### config.mk
export PLATFORM = sky130hd
export DESIGN_NAME = mem_arbiter_flat
export DESIGN_NICKNAME = d
export VERILOG_FILES = /design/src/rtl/mem_arbiter_if.sv /design/src/rtl/mem_arbiter.sv /design/src/flat_wrapper.sv
export SDC_FILE = /design/constraint.sdc
export NUM_CORES = 1
export LEC_CHECK = 0
export CAP_MARGIN = 0
export CORE_AREA = 2 2 135 137
export CTS_CLUSTER_DIAMETER = 100
export DETAILED_ROUTE_END_ITERATION = 8
export DIE_AREA = 0 0 137 139
export DONT_BUFFER_PORTS = 1
export PLACE_DENSITY = 0.49
export SLEW_MARGIN = 20
export SYNTH_ARGS = -nofsm -noshare
export SYNTH_HDL_FRONTEND = slang
export SYNTH_SLANG_ARGS = --single-unit
### constraint.sdc
create_clock -name clk -period 2.3 [get_ports clk]
set_input_delay 0.46 -clock clk [delete_from_list [all_inputs] [get_ports clk]]
set_output_delay 0.46 -clock clk [all_outputs]
set_load 0.005 [all_outputs]
### src/rtl/mem_arbiter_if.sv
// Shared-memory arbiter bundle: fetch port, data port and memory-side bus.
// master = arbiter side, slave = requesters plus the memory model.
interface mem_arbiter_if #(
    parameter int AW = 32,
    parameter int DW = 32
);
    logic          if_req;
    logic [AW-1:0] if_addr;
    logic          if_ready;
    logic [DW-1:0] if_rdata;

    logic          dm_req;
    logic          dm_we;
    logic [AW-1:0] dm_addr;
    logic [DW-1:0] dm_wdata;
    logic          dm_ready;
    logic [DW-1:0] dm_rdata;

    logic          mem_en;
    logic          mem_we;
    logic [AW-1:0] mem_addr;
    logic [DW-1:0] mem_wdata;
    logic [DW-1:0] mem_rdata;

    modport master (
        input  if_req, if_addr, dm_req, dm_we, dm_addr, dm_wdata, mem_rdata,
        output if_ready, if_rdata, dm_ready, dm_rdata,
        output mem_en, mem_we, mem_addr, mem_wdata
    );

    modport slave (
        output if_req, if_addr, dm_req, dm_we, dm_addr, dm_wdata, mem_rdata,
        input  if_ready, if_rdata, dm_ready, dm_rdata,
        input  mem_en, mem_we, mem_addr, mem_wdata
    );
endinterface

### src/rtl/mem_arbiter.sv
// Round-robin arbiter sharing one fixed-latency memory between fetch and data ports.
// Latency: request sampled in IDLE cycle t -> ready pulse in cycle t+LAT+1.
// Backpressure: requesters hold req until their ready pulse; one access in flight, others wait in IDLE.
module mem_arbiter #(
    parameter int LAT = 2,
    parameter int AW  = 32,
    parameter int DW  = 32
) (
    input  logic          clk,
    input  logic          rst_n,
    mem_arbiter_if.master bus,
    output logic          busy,
    output logic          owner
);
    typedef enum logic [1:0] {IDLE, ACCESS, RESP} state_t;

    state_t        state;
    state_t        state_nxt;
    logic [3:0]    cnt;
    logic          last_owner;
    logic          grant_vld;
    logic          grant_dm;

    logic          mem_en_q;
    logic          mem_we_q;
    logic [AW-1:0] mem_addr_q;
    logic [DW-1:0] mem_wdata_q;
    logic          if_ready_q;
    logic          dm_ready_q;
    logic [DW-1:0] if_rdata_q;
    logic [DW-1:0] dm_rdata_q;

    always_ff @(posedge clk) begin
        if (!rst_n) state <= IDLE;
        else        state <= state_nxt;
    end

    always_comb begin
        grant_vld = bus.if_req | bus.dm_req;
        // On a tie the port that did not win last time gets the grant.
        grant_dm  = bus.dm_req & (~bus.if_req | ~last_owner);
        state_nxt = state;
        case (state)
            IDLE:    if (grant_vld) state_nxt = ACCESS;
            ACCESS:  if (cnt == 4'd0) state_nxt = RESP;
            RESP:    state_nxt = IDLE;
            default: state_nxt = IDLE;
        endcase
    end

    always_ff @(posedge clk) begin
        if (!rst_n) begin
            cnt         <= '0;
            last_owner  <= 1'b0;
            owner       <= 1'b0;
            mem_en_q    <= 1'b0;
            mem_we_q    <= 1'b0;
            mem_addr_q  <= '0;
            mem_wdata_q <= '0;
            if_ready_q  <= 1'b0;
            dm_ready_q  <= 1'b0;
            if_rdata_q  <= '0;
            dm_rdata_q  <= '0;
        end else begin
            if_ready_q <= 1'b0;
            dm_ready_q <= 1'b0;
            case (state)
                IDLE: begin
                    if (grant_vld) begin
                        owner       <= grant_dm;
                        last_owner  <= grant_dm;
                        mem_en_q    <= 1'b1;
                        mem_we_q    <= grant_dm & bus.dm_we;
                        mem_addr_q  <= grant_dm ? bus.dm_addr : bus.if_addr;
                        mem_wdata_q <= grant_dm ? bus.dm_wdata : '0;
                        cnt         <= 4'(LAT - 1);
                    end
                end
                ACCESS: begin
                    if (cnt == 4'd0) begin
                        mem_en_q <= 1'b0;
                        mem_we_q <= 1'b0;
                        if (owner) begin
                            dm_ready_q <= 1'b1;
                            // Writes leave the data-port read register untouched.
                            if (!mem_we_q) dm_rdata_q <= bus.mem_rdata;
                        end else begin
                            if_ready_q <= 1'b1;
                            if_rdata_q <= bus.mem_rdata;
                        end
                    end else begin
                        cnt <= cnt - 4'd1;
                    end
                end
                default: ;
            endcase
        end
    end

    assign busy          = (state != IDLE);
    assign bus.mem_en    = mem_en_q;
    assign bus.mem_we    = mem_we_q;
    assign bus.mem_addr  = mem_addr_q;
    assign bus.mem_wdata = mem_wdata_q;
    assign bus.if_ready  = if_ready_q;
    assign bus.dm_ready  = dm_ready_q;
    assign bus.if_rdata  = if_rdata_q;
    assign bus.dm_rdata  = dm_rdata_q;
endmodule

### src/flat_wrapper.sv
// flat-port wrapper written by rule: the top's interface ports become plain ports
module mem_arbiter_flat 
#(
    parameter int LAT = 2,
    parameter int AW  = 32,
    parameter int DW  = 32
)
  (clk, rst_n, busy, owner, bus_if_req, bus_if_addr, bus_dm_req, bus_dm_we, bus_dm_addr, bus_dm_wdata, bus_mem_rdata, bus_if_ready, bus_if_rdata, bus_dm_ready, bus_dm_rdata, bus_mem_en, bus_mem_we, bus_mem_addr, bus_mem_wdata);
  mem_arbiter_if #(.AW(AW), .DW(DW)) bus_i ();
  input  logic clk;
  input  logic rst_n;
  output logic busy;
  output logic owner;
  input wire logic [$bits(bus_i.if_req)-1:0] bus_if_req;
  input wire logic [$bits(bus_i.if_addr)-1:0] bus_if_addr;
  input wire logic [$bits(bus_i.dm_req)-1:0] bus_dm_req;
  input wire logic [$bits(bus_i.dm_we)-1:0] bus_dm_we;
  input wire logic [$bits(bus_i.dm_addr)-1:0] bus_dm_addr;
  input wire logic [$bits(bus_i.dm_wdata)-1:0] bus_dm_wdata;
  input wire logic [$bits(bus_i.mem_rdata)-1:0] bus_mem_rdata;
  output wire logic [$bits(bus_i.if_ready)-1:0] bus_if_ready;
  output wire logic [$bits(bus_i.if_rdata)-1:0] bus_if_rdata;
  output wire logic [$bits(bus_i.dm_ready)-1:0] bus_dm_ready;
  output wire logic [$bits(bus_i.dm_rdata)-1:0] bus_dm_rdata;
  output wire logic [$bits(bus_i.mem_en)-1:0] bus_mem_en;
  output wire logic [$bits(bus_i.mem_we)-1:0] bus_mem_we;
  output wire logic [$bits(bus_i.mem_addr)-1:0] bus_mem_addr;
  output wire logic [$bits(bus_i.mem_wdata)-1:0] bus_mem_wdata;
  assign bus_i.if_req = bus_if_req;
  assign bus_i.if_addr = bus_if_addr;
  assign bus_i.dm_req = bus_dm_req;
  assign bus_i.dm_we = bus_dm_we;
  assign bus_i.dm_addr = bus_dm_addr;
  assign bus_i.dm_wdata = bus_dm_wdata;
  assign bus_i.mem_rdata = bus_mem_rdata;
  assign bus_if_ready = bus_i.if_ready;
  assign bus_if_rdata = bus_i.if_rdata;
  assign bus_dm_ready = bus_i.dm_ready;
  assign bus_dm_rdata = bus_i.dm_rdata;
  assign bus_mem_en = bus_i.mem_en;
  assign bus_mem_we = bus_i.mem_we;
  assign bus_mem_addr = bus_i.mem_addr;
  assign bus_mem_wdata = bus_i.mem_wdata;
  mem_arbiter #(.LAT(LAT), .AW(AW), .DW(DW)) u_core (.clk(clk), .rst_n(rst_n), .bus(bus_i), .busy(busy), .owner(owner));
endmodule
==> results by stage, run 1 <==
Global routing:
- For this run the aggregate overflow at the end of global routing stands at 0.
- The initial antenna violation count is 0.
- The global-route wire length before repair is 18300 µm.
- For this run, the total global-route usage over all layers was measured as 12.5%.
- The number of global-route vias before repair came to 3453.
- Entering global routing, the biggest net connects between 100 and 150 pins.

Worst setup path:
- In this design, the stage delay of the slowest critical-path cell is 0.41 ns.
- Data arrives at the worst endpoint at ~2.1 ns.
- Walking the worst path, the cells encountered are inv_1 -> ha_1 -> or3b_4 -> nor3_4 -> buf_12 -> mux2i_1.
- The worst setup path is launched from a flip-flop.
- The data required time of the critical path is 2.63 ns.
- The kind of capture point of the worst setup path is a flip-flop.
- The master of the slowest instance on the critical path is sky130_fd_sc_hd__or3b_4.
- The start-to-end type of the worst setup path is reg2reg.
- The largest fanout on the critical path is 33.

Clock tree:
- For the worst-skew pair, the clock arrives at the later sink with an insertion delay of ~0.41 ns.
- The number of gates resized after CTS was 0.
- The tree built by TritonCTS fans out to 139 sinks.
- CTS built an H-tree with a depth of 4.
- TritonCTS built the clock tree.
- The count of buffers added by post-CTS timing repair for setup is 0.
- The number of buffers inserted by hold repair at cts is 0.
- After clock tree synthesis, the clock-pin slew on the worst setup and hold paths is 0.06 ns.
- The number of clock buffers added by TritonCTS is 17.
- The clock root buffer is sky130_fd_sc_hd__clkbuf_16.
- The clock passes through at most 2 buffers.

Timing:
- The worst path uses 77.9% of the clock period.
- The tightest slew margin relative to the limit is 58.9%.
- The final count of hold timing violations came to 0.
- The slew of the pin with the lowest slew margin is 0.617 ns.
- Clock skew on the completed layout was measured at 0.0120 ns.
- The final setup slack of the worst path is 0.508 ns.
- The count of pins over their slew limit came to 0.
- Setup repair after global routing left no endpoint under its margin.
- Setup violations remaining at the end of the flow were counted as 0.
- In the final timing run, aggregate negative setup slack is 0 ns.
- The worst path in the final design needs a cycle of 1.79 ns, including I/O delays and setup.
- The achievable frequency is 558 MHz.

Place:
- The number of port buffers is 0.
- In this run the cell area measured after placement is 0.00534 mm².
- The pre-CTS setup slack is 0.338 ns.
- The congestion estimate from routability-driven global placement came to 0.727.
- The total half-perimeter wirelength after legalization and detailed placement is just under 9000 µm.

Run:
- The max capacitance violation total is 0.

Route:
- The number of optimization iterations in the first detailed-route pass is 4.
- The residual antenna-violating net count after detailed routing is 0.
- The total wirelength of the detailed-routed design is about 12000 µm.
- Dividing the detail-routed wire length by the instance count gives 17.7 µm.
- For this block, the initial DRC count from the detailed router was approximately 160.
- After detailed routing, the number of vias per cell comes to 4.91.
- The remaining routing DRC violations is 0.
- Detailed routing inserted a total of 3455 vias.

Die:
- The die is 139 µm tall.
- Once the floorplan was initialized, standard cells occupied 29.4% of the core.
- In this run the core area contains 49 standard-cell rows.
- The floorplan step set the die width to 137 µm.
- The boundary pin count is 267.
- The core region is 0.0177 mm².
- The floorplan step defined a die boundary enclosing 0.0190 mm².

Synth:
- For this run, the register share of the synthesized area comes to 53.6%.
- Yosys mapped a number of flops with a built-in enable equal to 0.
- In the synthesized netlist the dominant register cell turns out to be sky130_fd_sc_hd__dfxtp_1.
- The area of the mapped netlist is roughly 0.0052 mm².
- Synthesis produced a netlist with a net count of 609.
- Dividing the synthesized area by the synthesized cell count gives 11.0 µm².
- Synthesis produced 474 cells.
- The number of distinct library cells after synthesis is 36.
- The fraction of registers with async set or reset after synthesis is 0%.
- During synthesis, Yosys emitted a total of 0 warnings.
- Counting flops and latches in the post-synthesis netlist gives around 140.

Pwr:
- The leakage dissipation is 2.44 nW.
- For this design the ratio of total power to cell area is 1010 mW/mm².
- VDD sags by at most approximately 0.50 mV.

Outcome:
- The run finished with clean final reports.

Layout:
- The fill cell total of the finished layout is roughly 1800.
- The area growth from synthesis to layout is 14.1%.
- 0 antenna diodes ended up in the layout.
- The layout cell share with drive strength beyond 1 is 9.26%.
- The final net count is 598.
- The finished cells cover 0.00592 mm².

Hold path:
- The path type of the worst min-delay path is in2reg.
==> flip-flops by register name, indices dropped and copies added (netlist names) <==
signal	cells
u_core.bus.if_ready	1
u_core.last_owner	1
u_core.bus.mem_en	1
u_core.cnt	4
u_core.state	2
u_core.bus.dm_ready	1
u_core.bus.mem_wdata	32
u_core.bus.mem_addr	32
u_core.bus.if_rdata	32
u_core.bus.mem_we	1
u_core.bus.dm_rdata	32
==> final cells by class <==
type                            count  area, µm²  share of cell area [%]
Inverter                            4       15.0                   0.253
Sequential cell                   139       2780                    47.0
Tap cell                          229        287                    4.84
Clock inverter                     13        144                    2.43
Multi-Input combinational cell    294       2170                    36.6
Clock buffer                       18        439                    7.41
Timing Repair Buffer                7       90.1                    1.52
==> power breakdown <==
part | switching, W | internal (W)
Sequential | 0.000161 | 0.00260
Clock | 0.00105 | 0.00163
Combinational | 0.000286 | 0.000240
Total | 0.00150 | 0.00447
==> through the flow <==
stage	power [W]	hold WS, ns	std cells	utilization (%)
2_1_floorplan	0.00324	0.451	474	-
3_3_place_gp	0.00334	0.463	673	30.2
3_5_place_dp	0.00335	0.467	673	30.2
4_1_cts	0.00608	0.150	704	33.5
5_1_grt	0.00626	0.153	704	33.6
6_report	0.00597	0.175	704	33.6
==> logic make-up after synthesis <==
group | Yosys count | share of synthesized area (%)
simple gates | 118 | 9.85
compound gates | 78 | 12.6
fa+ha+maj | 2 | 0.482
flops | 139 | 53.6
buf+inv | 41 | 4.96
mux | 96 | 18.5
==> worst max-delay path: cells and delay by family (launching register included) <==
family | cells | cell delay (ns)
mux | 1 | 0.22
flops | 1 | 0.33
simple gates | 2 | 0.62
buf+inv | 2 | 0.34
fa+ha+maj | 1 | 0.16
==> metal layers <==
layer / vias to the layer above / global-route usage [%] / wire [µm]
li1: 1648 / - / -
met2: 189 / 20.8 / 5940
met3: 8 / 5.96 / 1340
met4: 0 / 3.80 / 133
met5: - / 0 / 0
met1: 1610 / 14.0 / 5020
==> final timing paths <==
check	startpoint	to	slack [ns]	cells after the start
setup / recovery	u_core.cnt[0]	u_core.bus.if_rdata[23]	0.51	6
hold reg to reg	u_core.bus.if_rdata[30]	u_core.bus.if_rdata[30]	0.48	2
hold / removal	bus_dm_we	u_core.bus.mem_we	0.18	1
setup reg to reg	u_core.cnt[0]	u_core.bus.if_rdata[23]	0.51	6
==> cells in the final DEF (no fill, tap or decap), drive strengths merged, types with 4 or more instances in the layout <==
cell | synthesis | layout
o21ai | 4 | 4
nand2 | 98 | 98
inv | 4 | 6
mux2i | 96 | 96
a22o | 32 | 32
clkbuf | 16 | 18
clkinvlp | 0 | 4
clkinv | 0 | 5
buf | 21 | 7
o2bb2ai | 32 | 32
dfxtp | 139 | 139
==> synth_stat cells (2+ instances only) <==
cell type                   count  area (µm²)
sky130_fd_sc_hd__a21oi_1        2        10.0
sky130_fd_sc_hd__o2bb2ai_1     32         280
sky130_fd_sc_hd__clkbuf_1      11        41.3
sky130_fd_sc_hd__dfxtp_1      139        2780
sky130_fd_sc_hd__mux2i_1       96         961
sky130_fd_sc_hd__or3_1          2        12.5
sky130_fd_sc_hd__or4_1          2        15.0
sky130_fd_sc_hd__buf_2         13        65.1
sky130_fd_sc_hd__clkbuf_8       5        68.8
sky130_fd_sc_hd__a22o_1        32         280
sky130_fd_sc_hd__nand2_1       98         368
sky130_fd_sc_hd__nor2_1         3        11.3
sky130_fd_sc_hd__buf_8          3        45.0
sky130_fd_sc_hd__and3_1         2        12.5
sky130_fd_sc_hd__ha_1           2        25.0
sky130_fd_sc_hd__inv_1          4        15.0
sky130_fd_sc_hd__o21ai_0        4        20.0
sky130_fd_sc_hd__buf_1          4        15.0
sky130_fd_sc_hd__and2_1         3        18.8
Note: power is estimated with default switching activity, not from simulation.
==> run 2, diff against run 1 <==
- PLACE_DENSITY: 0.49 -> 0.51
- clock period: 2.3 -> 1.64 ns (I/O delays scaled with it)
==> run 2 against run 1 <==
The flow now finishes with violations (negative setup slack). Largest power group is now clock. Cell area is 4.0% higher. Power is 49% higher. Hold slack worse by 0.13 ns. Fmax is 7.4% higher. Sequential cell count stayed put. Sequential share of layout area is 1.8 points lower. Global-route usage is 0.38 points higher. First-iteration DRC count is 33% lower. Non-clock buffer count is 10 higher. Utilization is 1.4 points higher. Clock power is 55% higher. Highest routed layer unchanged. Cell count is 1.6% higher.
==> results by stage, run 2 (synthesis gave the netlist of run 1 again) <==
Timing:
- The count of pins over their slew limit is 0 (unchanged).
- The final period demand of the worst path was 1.67 ns (was 1.79 ns).
- The final count of hold timing violations is 0 (unchanged).
- The post-route setup TNS came to -0.188 ns (was 0 ns).
- The final setup slack of the worst path is -0.0289 ns (was 0.508 ns).
- The worst clock skew on the final layout is 0.00714 ns (was 0.0120 ns).
- The achievable frequency came to 599 MHz (was 558 MHz).
- The slew of the pin with the lowest slew margin is 0.354 ns (was 0.617 ns).
- The number of setup violations in the final report is 22 (was 0).
- The final-layout worst hold slack is 0.0456 ns (was 0.175 ns).
- RSZ-0062 raised after global routing: yes (was no).
- The share of the clock period used by the worst path after layout was 102% (was 77.9%).
- The tightest slew margin relative to the limit was 76.4% (was 58.9%).

Worst setup path:
- The path depth of the worst reg2reg path is 7 (was 6).
- The reg-to-reg critical path startpoint is u_core.cnt[1] (was u_core.cnt[0]).
- The start-to-end type of the worst setup path was reg2reg (unchanged).
- The kind of cell adding the most delay to the critical path was simple AND/OR/NAND/NOR gates (unchanged).
- The count of buffering cells on the critical path with inverters included is 3 (was 2).
- The delay of the slowest critical-path stage is 0.40 ns (was 0.41 ns).
- The type of origin of the critical path is a flip-flop (unchanged).
- The largest fanout on the critical path came to 7 (was 33).
- The data required time of the critical path is 1.97 ns (was 2.63 ns).
- The end of the worst register-to-register path is u_core.bus.if_rdata[17] (was u_core.bus.if_rdata[23]).
- The kind of capture point of the worst setup path is a flip-flop (unchanged).
- Worst-path cell chain: inv_2 -> ha_4 -> or3b_4 -> nor3_4 -> buf_6 -> buf_12 -> mux2i_2 (was inv_1 -> ha_1 -> or3b_4 -> nor3_4 -> buf_12 -> mux2i_1).
- The cell count along the critical path is 7 (was 6).
- The master of the slowest instance on the critical path is sky130_fd_sc_hd__or3b_4 (unchanged).
- The startpoint of the most critical setup path is u_core.cnt[1] (was u_core.cnt[0]).
- The data arrival time of the critical path is 2.00 ns (was 2.13 ns).
- The worst reg-to-reg setup slack is -0.03 ns (was 0.51 ns).
- The worst setup path endpoint is u_core.bus.if_rdata[17] (was u_core.bus.if_rdata[23]).

Pwr:
- The peak ir drop on the vdd network is 0.654 mV (was 0.499 mV).
- The leakage dissipation is 2.55 nW (was 2.44 nW).
- The ratio of total power to cell area is 1440 mW/mm² (was 1010 mW/mm²).
- The overall power after layout was 0.00891 W (was 0.00597 W).

Global routing:
- The global-route wire length before repair was 18600 µm (was 18300 µm).
- The global router's overall resource usage was 12.9% (was 12.5%).
- The met1 track utilization from global routing is 13.7% (was 14.0%).
- The most used routing layer was met2 (unchanged).
- The aggregate global routing overflow is 0 (unchanged).
- The global-route track usage on met3 was 6.03% (was 5.96%).
- The initial antenna violation count was 0 (unchanged).
- The maximum number of pins on one net before global-route repair was 107 (unchanged).
- The number of global-route vias before repair is 3490 (was 3453).
- The met2 demand-to-capacity share in global routing came to 21.9% (was 20.8%).

Die:
- The core area was 0.0177 mm² (unchanged).
- The chip width was 137 µm (unchanged).
- The number of rows created at floorplan is 49 (unchanged).
- The die span in y is 139 µm (unchanged).
- The boundary pin count was 267 (unchanged).
- The full die area is 0.0190 mm² (unchanged).
- The initial standard-cell utilization of the core is 29.4% (unchanged).

Clock tree:
- The number of sinks handled by clock tree synthesis is 139 (unchanged).
- The total number of H-tree levels is 4 (unchanged).
- The maximum count of clock buffers along a single path is 2 (unchanged).
- The CTS tree was built (unchanged).
- The clock transition time at the flip-flop clock pins of the worst setup and hold paths is 0.06 ns (about the same).
- The clock buffer count from CTS is 17 (unchanged).
- The clock root buffer is sky130_fd_sc_hd__clkbuf_16 (unchanged).
- The number of buffers inserted by hold repair at cts came to 0 (unchanged).
- The clock insertion delay at the later pin of the skew report is 0.41 ns (about the same).

Hold path:
- The path type of the worst min-delay path is in2reg (unchanged).

Run:
- The max capacitance violation total is 0 (unchanged).

Outcome:
- The checks that failed: negative setup slack.
- Run status: finished with violations (was finished, final reports clean).

Layout:
- The final net count is 608 (was 598).
- The fill cell total of the finished layout is 1754 (was 1782).
- Most frequent cells in the layout: sky130_fd_sc_hd__dfxtp_1, sky130_fd_sc_hd__nand2_1, sky130_fd_sc_hd__mux2i_1 (unchanged).
- The number of diodes added for antenna fixing came to 0 (unchanged).
- The leading cell type in the layout, fill and taps excluded was sky130_fd_sc_hd__dfxtp_1 (unchanged).
- The count of placed standard cells in the final layout, fillers left out is 715 (was 704).
- The area growth from synthesis to final layout is 18.7% (was 14.1%).
- The layout cell share with drive strength beyond 1 is 12.1% (was 9.26%).

Route:
- The DRC marker count from the first detailed-route iteration is 104 (was 155).
- The vias after detailed routing is 3478 (was 3455).
- The routed wirelength normalized by instance count is 18.0 µm (was 17.7 µm).
- The remaining routing DRC violations is 0 (unchanged).
- The average via count per standard cell is 4.86 (was 4.91).
- The number of optimization iterations in the first detailed-route pass is 4 (unchanged).
- The residual antenna-violating net count after detailed routing is 0 (unchanged).
- The total wirelength of the detailed-routed design was 12800 µm (was 12400 µm).

Place:
- The total half-perimeter wirelength after legalization and detailed placement came to 8530 µm (was 8770 µm).
- The cell count after placement is 677 (was 673).
- The number of port buffers came to 0 (unchanged).
- The final estimated routing congestion in global placement is 0.746 (was 0.727).
- The pre-CTS setup slack came to -0.0179 ns (was 0.338 ns).
[run 2: cell count changes in the layout (fill, tap and decap cells not counted), sizes merged]
| cell | previous run | this run |
|---|---|---|
| inv | 6 | 7 |
| clkbuf | 18 | 21 |
| clkinvlp | 4 | 3 |
| buf | 7 | 16 |
| bufinv | 2 | 4 |
| clkinv | 5 | 2 |
[run 2: area by class of cell]
type	instances	area (µm²)	share of cell area [%]
clock buffer	20	457	7.41
clock inverter	12	186	3.02
timing repair buffer	17	251	4.08
sequential	139	2790	45.2
multi-input combinational	294	2180	35.4
inverter	4	15.0	0.244
tap	229	287	4.65
[run 2: worst min-delay path by stage]
stage               slack [ns]  depth (start not counted)              startpoint                       end
global route              0.02                          1        bus_dm_wdata[16]  u_core.bus.mem_wdata[16]
finish                    0.05                          1        bus_dm_wdata[20]  u_core.bus.mem_wdata[20]
global placement          0.46                          1               bus_dm_we         u_core.bus.mem_we
CTS                       0.02                          1        bus_dm_wdata[28]  u_core.bus.mem_wdata[28]
floorplan                 0.45                          2  u_core.bus.if_rdata[0]    u_core.bus.if_rdata[0]
detailed placement        0.47                          1               bus_dm_we         u_core.bus.mem_we
[run 2: stage by stage]
step	util [%]	instance area (µm²)
final	34.9	6160
after detailed placement	30.7	5420
after CTS	34.6	6110
after floorplan	-	5210
after global routing	34.9	6160
after global placement	30.7	5420
[run 2: report_power, final]
part | total [W] | internal [W] | switching [W]
combinational | 0.000869 | 0.000432 | 0.000438
clock | 0.00416 | 0.00265 | 0.00151
sequential | 0.00388 | 0.00365 | 0.000229
total | 0.00891 | 0.00673 | 0.00217
[run 2: layer usage]
metal / wire [µm] / vias up
li1: - / 1668
met1: 5080 / 1612
met2: 6270 / 186
met3: 1320 / 12
met4: 161 / 0
met5: 0 / -
[run 2: what timing repair did]
| action | in CTS | in global routing |
|---|---|---|
| resized for setup | 1 | 4 |
| buffers inserted | 2 | 2 |
| endpoints found under the setup margin | 18 | 33 |
| cloned | 1 | 1 |
| hold endpoints to repair | 0 | 0 |
==> run 3, diff against run 2 <==
- ABC_AREA: unset -> 1
- CORE_AREA: 2 2 135 137 -> 2 2 138 140
- DIE_AREA: 0 0 137 139 -> 0 0 140 142
- PLACE_DENSITY: 0.51 -> 0.54
- clock period: 1.64 -> 2.04 ns (I/O delays scaled with it)
==> run 3 against run 2 <==
The flow finishes with violations (design-rule violations). Synthesized area increased by 4.0%. Combinational power up 6.6%. Hold slack better by 0.082 ns. Via count up 25%. Clock power decreased by 25%. Synthesized cell count up 45%. Sequential cell count is the same. Clock-buffer cell count is the same. Critical path type unchanged. Largest power group is now registers.
==> results by stage, run 3 <==
Outcome:
- Run status: finished with violations (unchanged).
- Violated checks: design-rule violations (was negative setup slack).

Clock tree:
- The post-CTS resize count was 0 (was 1).
- The number of buffers inserted by hold repair at cts is 0 (unchanged).
- The clock root buffer is sky130_fd_sc_hd__clkbuf_16 (unchanged).
- The clock insertion delay at the later pin of the skew report is 0.42 ns (was 0.41 ns).
- The count of buffers added by post-CTS timing repair for setup came to 0 (was 2).
- The total number of H-tree levels came to 4 (unchanged).
- The clock buffer count from CTS is 17 (unchanged).
- The number of sinks handled by clock tree synthesis is 139 (unchanged).
- The CTS tree is built (unchanged).
- The maximum count of clock buffers along a single path is 2 (unchanged).
- The clock transition time at the flip-flop clock pins of the worst setup and hold paths was 0.07 ns (was 0.06 ns).

Global routing:
- The initial antenna violation count is 0 (unchanged).
- The number of global-route vias before repair is 4052 (was 3490).
- The met1 track utilization from global routing is 17.4% (was 13.7%).
- The met2 demand-to-capacity share in global routing is 24.6% (was 21.9%).
- The aggregate global routing overflow came to 0 (unchanged).
- The most used routing layer was met2 (unchanged).
- The global-route wire length before repair is 23100 µm (was 18600 µm).
- The global-route track usage on met3 is 7.57% (was 6.03%).
- The global router's overall resource usage was 15.1% (was 12.9%).
- The maximum number of pins on one net before global-route repair is 68 (was 107).

Route:
- The routed wirelength normalized by instance count is 16.5 µm (was 18.0 µm).
- The residual antenna-violating net count after detailed routing is 0 (unchanged).
- The DRC marker count from the first detailed-route iteration came to 182 (was 104).
- The total wirelength of the detailed-routed design is 15300 µm (was 12800 µm).
- The number of optimization iterations in the first detailed-route pass came to 9 (was 4).
- The remaining routing DRC violations is 16 (was 0).
- The vias after detailed routing is 4348 (was 3478).
- The average via count per standard cell is 4.69 (was 4.86).

Layout:
- The layout cell share with drive strength beyond 1 is 13.3% (was 12.1%).
- The number of diodes added for antenna fixing is 0 (unchanged).
- Most frequent cells in the layout: sky130_fd_sc_hd__nand2_1, sky130_fd_sc_hd__dfxtp_1, sky130_fd_sc_hd__nor2_1 (was sky130_fd_sc_hd__dfxtp_1, sky130_fd_sc_hd__nand2_1, sky130_fd_sc_hd__mux2i_1).
- The area growth from synthesis to final layout came to 15.2% (was 18.7%).
- The final net count is 816 (was 608).
- The leading cell type in the layout, fill and taps excluded is sky130_fd_sc_hd__nand2_1 (was sky130_fd_sc_hd__dfxtp_1).

Timing:
- The achievable frequency was 609 MHz (was 599 MHz).
- The number of setup violations in the final report is 0 (was 22).
- The final setup slack of the worst path is 0.398 ns (was -0.0289 ns).
- The post-route setup TNS is 0 ns (was -0.188 ns).
- The tightest slew margin relative to the limit is 76.2% (was 76.4%).
- The slew of the pin with the lowest slew margin is 0.356 ns (was 0.354 ns).
- The worst clock skew on the final layout is 0.0133 ns (was 0.00714 ns).
- The share of the clock period used by the worst path after layout is 80.5% (was 102%).
- RSZ-0062 raised after global routing: no (was yes).
- The count of pins over their slew limit is 0 (unchanged).
- The final count of hold timing violations is 0 (unchanged).
- The final period demand of the worst path is 1.64 ns (was 1.67 ns).

Synth:
- The net count after synthesis was 824 (was 609).
- Largest cells by area after synthesis: sky130_fd_sc_hd__dfxtp_1, sky130_fd_sc_hd__nand2_1, sky130_fd_sc_hd__nor2_1 (was sky130_fd_sc_hd__dfxtp_1, sky130_fd_sc_hd__mux2i_1, sky130_fd_sc_hd__nand2_1).
- The count of state elements after synthesis is 139 (unchanged).
- The leading cell type by number of instances after synthesis is sky130_fd_sc_hd__nand2_1 (was sky130_fd_sc_hd__dfxtp_1).
- Most frequent cells after synthesis: sky130_fd_sc_hd__nand2_1, sky130_fd_sc_hd__dfxtp_1, sky130_fd_sc_hd__nor2_1 (was sky130_fd_sc_hd__dfxtp_1, sky130_fd_sc_hd__nand2_1, sky130_fd_sc_hd__mux2i_1).
- The area share of the leading cell type in the synthesized netlist is 51.5% (was 53.6%).
- The share of cell area taken by muxes after synthesis is 0% (was 18.5%).
- The post-synthesis cell count is 689 (was 474).
- The number of distinct library cells after synthesis came to 24 (was 36).
- The cell accounting for the most synthesized area is sky130_fd_sc_hd__dfxtp_1 (unchanged).
- The fraction of registers with async set or reset after synthesis was 0% (unchanged).
- The post-synthesis area per instance is 7.84 µm² (was 11.0 µm²).
- The leading register cell type out of synthesis is sky130_fd_sc_hd__dfxtp_1 (unchanged).
- The synthesized-area fraction occupied by xor and xnor cells is 0% (unchanged).
- The post-synthesis compound-gate area fraction was 8.20% (was 12.6%).
- The count of flip-flops with a built-in enable after synthesis came to 0 (unchanged).
- The number of warning messages in the yosys log came to 0 (unchanged).
- The arithmetic-cell share of the synthesized area counting full adders, half adders and majority gates is 0.463% (was 0.482%).
- The area of the mapped netlist was 0.00540 mm² (was 0.00519 mm²).
- The post-synthesis simple-gate area fraction is 34.6% (was 9.85%).
- The sequential element share of the synthesized area came to 51.5% (was 53.6%).
- The main combinational cell family by area after synthesis is simple AND/OR/NAND/NOR gates (was multiplexers).

Worst setup path:
- The type of origin of the critical path is a flip-flop (unchanged).
- The data required time of the critical path was 2.35 ns (was 1.97 ns).
- The largest fanout on the critical path is 21 (was 7).
- The path depth of the worst reg2reg path came to 6 (was 7).
- The kind of capture point of the worst setup path is a flip-flop (unchanged).
- The worst reg-to-reg setup slack came to 0.40 ns (was -0.03 ns).
- The delay of the slowest critical-path stage is 0.33 ns (was 0.40 ns).
- The start-to-end type of the worst setup path is reg2reg (unchanged).
- Worst-path cell chain: inv_1 -> ha_1 -> nand4_2 -> buf_4 -> o21ai_0 -> nor2_1 (was inv_2 -> ha_4 -> or3b_4 -> nor3_4 -> buf_6 -> buf_12 -> mux2i_2).
- The data arrival time of the critical path came to 1.95 ns (was 2.00 ns).
- The master of the slowest instance on the critical path was sky130_fd_sc_hd__nand4_2 (was sky130_fd_sc_hd__or3b_4).

Run:
- The max capacitance violation total was 0 (unchanged).

Die:
- The die span in y is 142 µm (was 139 µm).
- The full die area is 0.0199 mm² (was 0.0190 mm²).
- The core area is 0.0185 mm² (was 0.0177 mm²).
- The number of rows created at floorplan was 50 (was 49).
- The initial standard-cell utilization of the core is 29.3% (was 29.4%).
- The chip width is 140 µm (was 137 µm).
- The boundary pin count is 267 (unchanged).

Place:
- The final estimated routing congestion in global placement is 0.749 (was 0.746).
- The pre-CTS setup slack was 0.391 ns (was -0.0179 ns).
- The number of port buffers was 0 (unchanged).
- The total half-perimeter wirelength after legalization and detailed placement is 11100 µm (was 8530 µm).

Hold path:
- The path type of the worst min-delay path was in2reg (unchanged).
- The number of cells on the worst hold path came to 2 (was 1).

Pwr:
- The leakage dissipation came to 2.63 nW (was 2.55 nW).
- The peak ir drop on the vdd network is 0.506 mV (was 0.654 mV).
- The ratio of total power to cell area is 1180 mW/mm² (was 1440 mW/mm²).
## run 3: cell count changes in the layout (fill, tap and decap cells not counted), moves of 4 or more
| cell | change |
|---|---|
| sky130_fd_sc_hd__o2bb2ai_1 | -32 |
| sky130_fd_sc_hd__a22o_1 | -32 |
| sky130_fd_sc_hd__nor2_1 | +134 |
| sky130_fd_sc_hd__nand3_1 | +37 |
| sky130_fd_sc_hd__buf_4 | +9 |
| sky130_fd_sc_hd__nand2_1 | +70 |
| sky130_fd_sc_hd__o211ai_1 | +31 |
| sky130_fd_sc_hd__or2_2 | +32 |
| sky130_fd_sc_hd__buf_12 | -4 |
| sky130_fd_sc_hd__mux2i_1 | -95 |
| sky130_fd_sc_hd__o21ai_0 | +32 |
| sky130_fd_sc_hd__inv_1 | +8 |
| sky130_fd_sc_hd__nand3b_1 | +31 |
## run 3: path summary, 6_finish.rpt
kind | startpoint | to
max | u_core.cnt[0] | u_core.bus.if_rdata[5]
min | bus_dm_wdata[17] | u_core.bus.mem_wdata[17]
max reg2reg | u_core.cnt[0] | u_core.bus.if_rdata[5]
min reg2reg | u_core.bus.mem_wdata[24] | u_core.bus.mem_wdata[24]
## run 3: metal layers
layer / part of all wire (%) / up-vias
met3: 12 / 7
li1: - / 2203
met2: 48 / 221
met5: 0 / -
met4: 0.60 / 0
met1: 40 / 1917
## run 3: layout make-up
cell class                 count  area, µm²
clock inverter                12        139
fill                        1994      12200
inverter                      12       45.0
sequential                   139       2780
timing repair buffer          18        160
tap                          234        293
clock buffer                  20        457
multi-input combinational    493       2340
## run 3: where the power goes
group          switching [W]  internal [W]
sequential          0.000267       0.00303
clock                0.00122       0.00188
combinational       0.000586      0.000340
total                0.00208       0.00525
## run 3: worst max-delay path: cells and delay by family, from the launching register on
| kind | cells | cell delay, ns |
|---|---|---|
| adders and majority gates | 1 | 0.22 |
| AOI/OAI and AO/OA | 1 | 0.19 |
| buffers and inverters | 2 | 0.43 |
| and+or+nand+nor | 2 | 0.38 |
| DFF | 1 | 0.31 |
## run 3: kinds of logic after synthesis
logic type / count (synthesis)
AOI/OAI and AO/OA: 73
adders and majority gates: 2
buffers and inverters: 57
DFF: 139
and+or+nand+nor: 418
## run 3: metrics by stage
stage          hold WS, ns  total power (W)  instances  utilization [%]  area [µm²]
3_3_place_gp         0.457          0.00430        896             30.5        5620
2_1_floorplan        0.442          0.00403        689                -        5400
6_report             0.127          0.00733        928             33.7        6220
4_1_cts              0.108          0.00745        928             33.7        6220
5_1_grt              0.114          0.00772        928             33.7        6220
3_5_place_dp         0.460          0.00431        896             30.5        5620
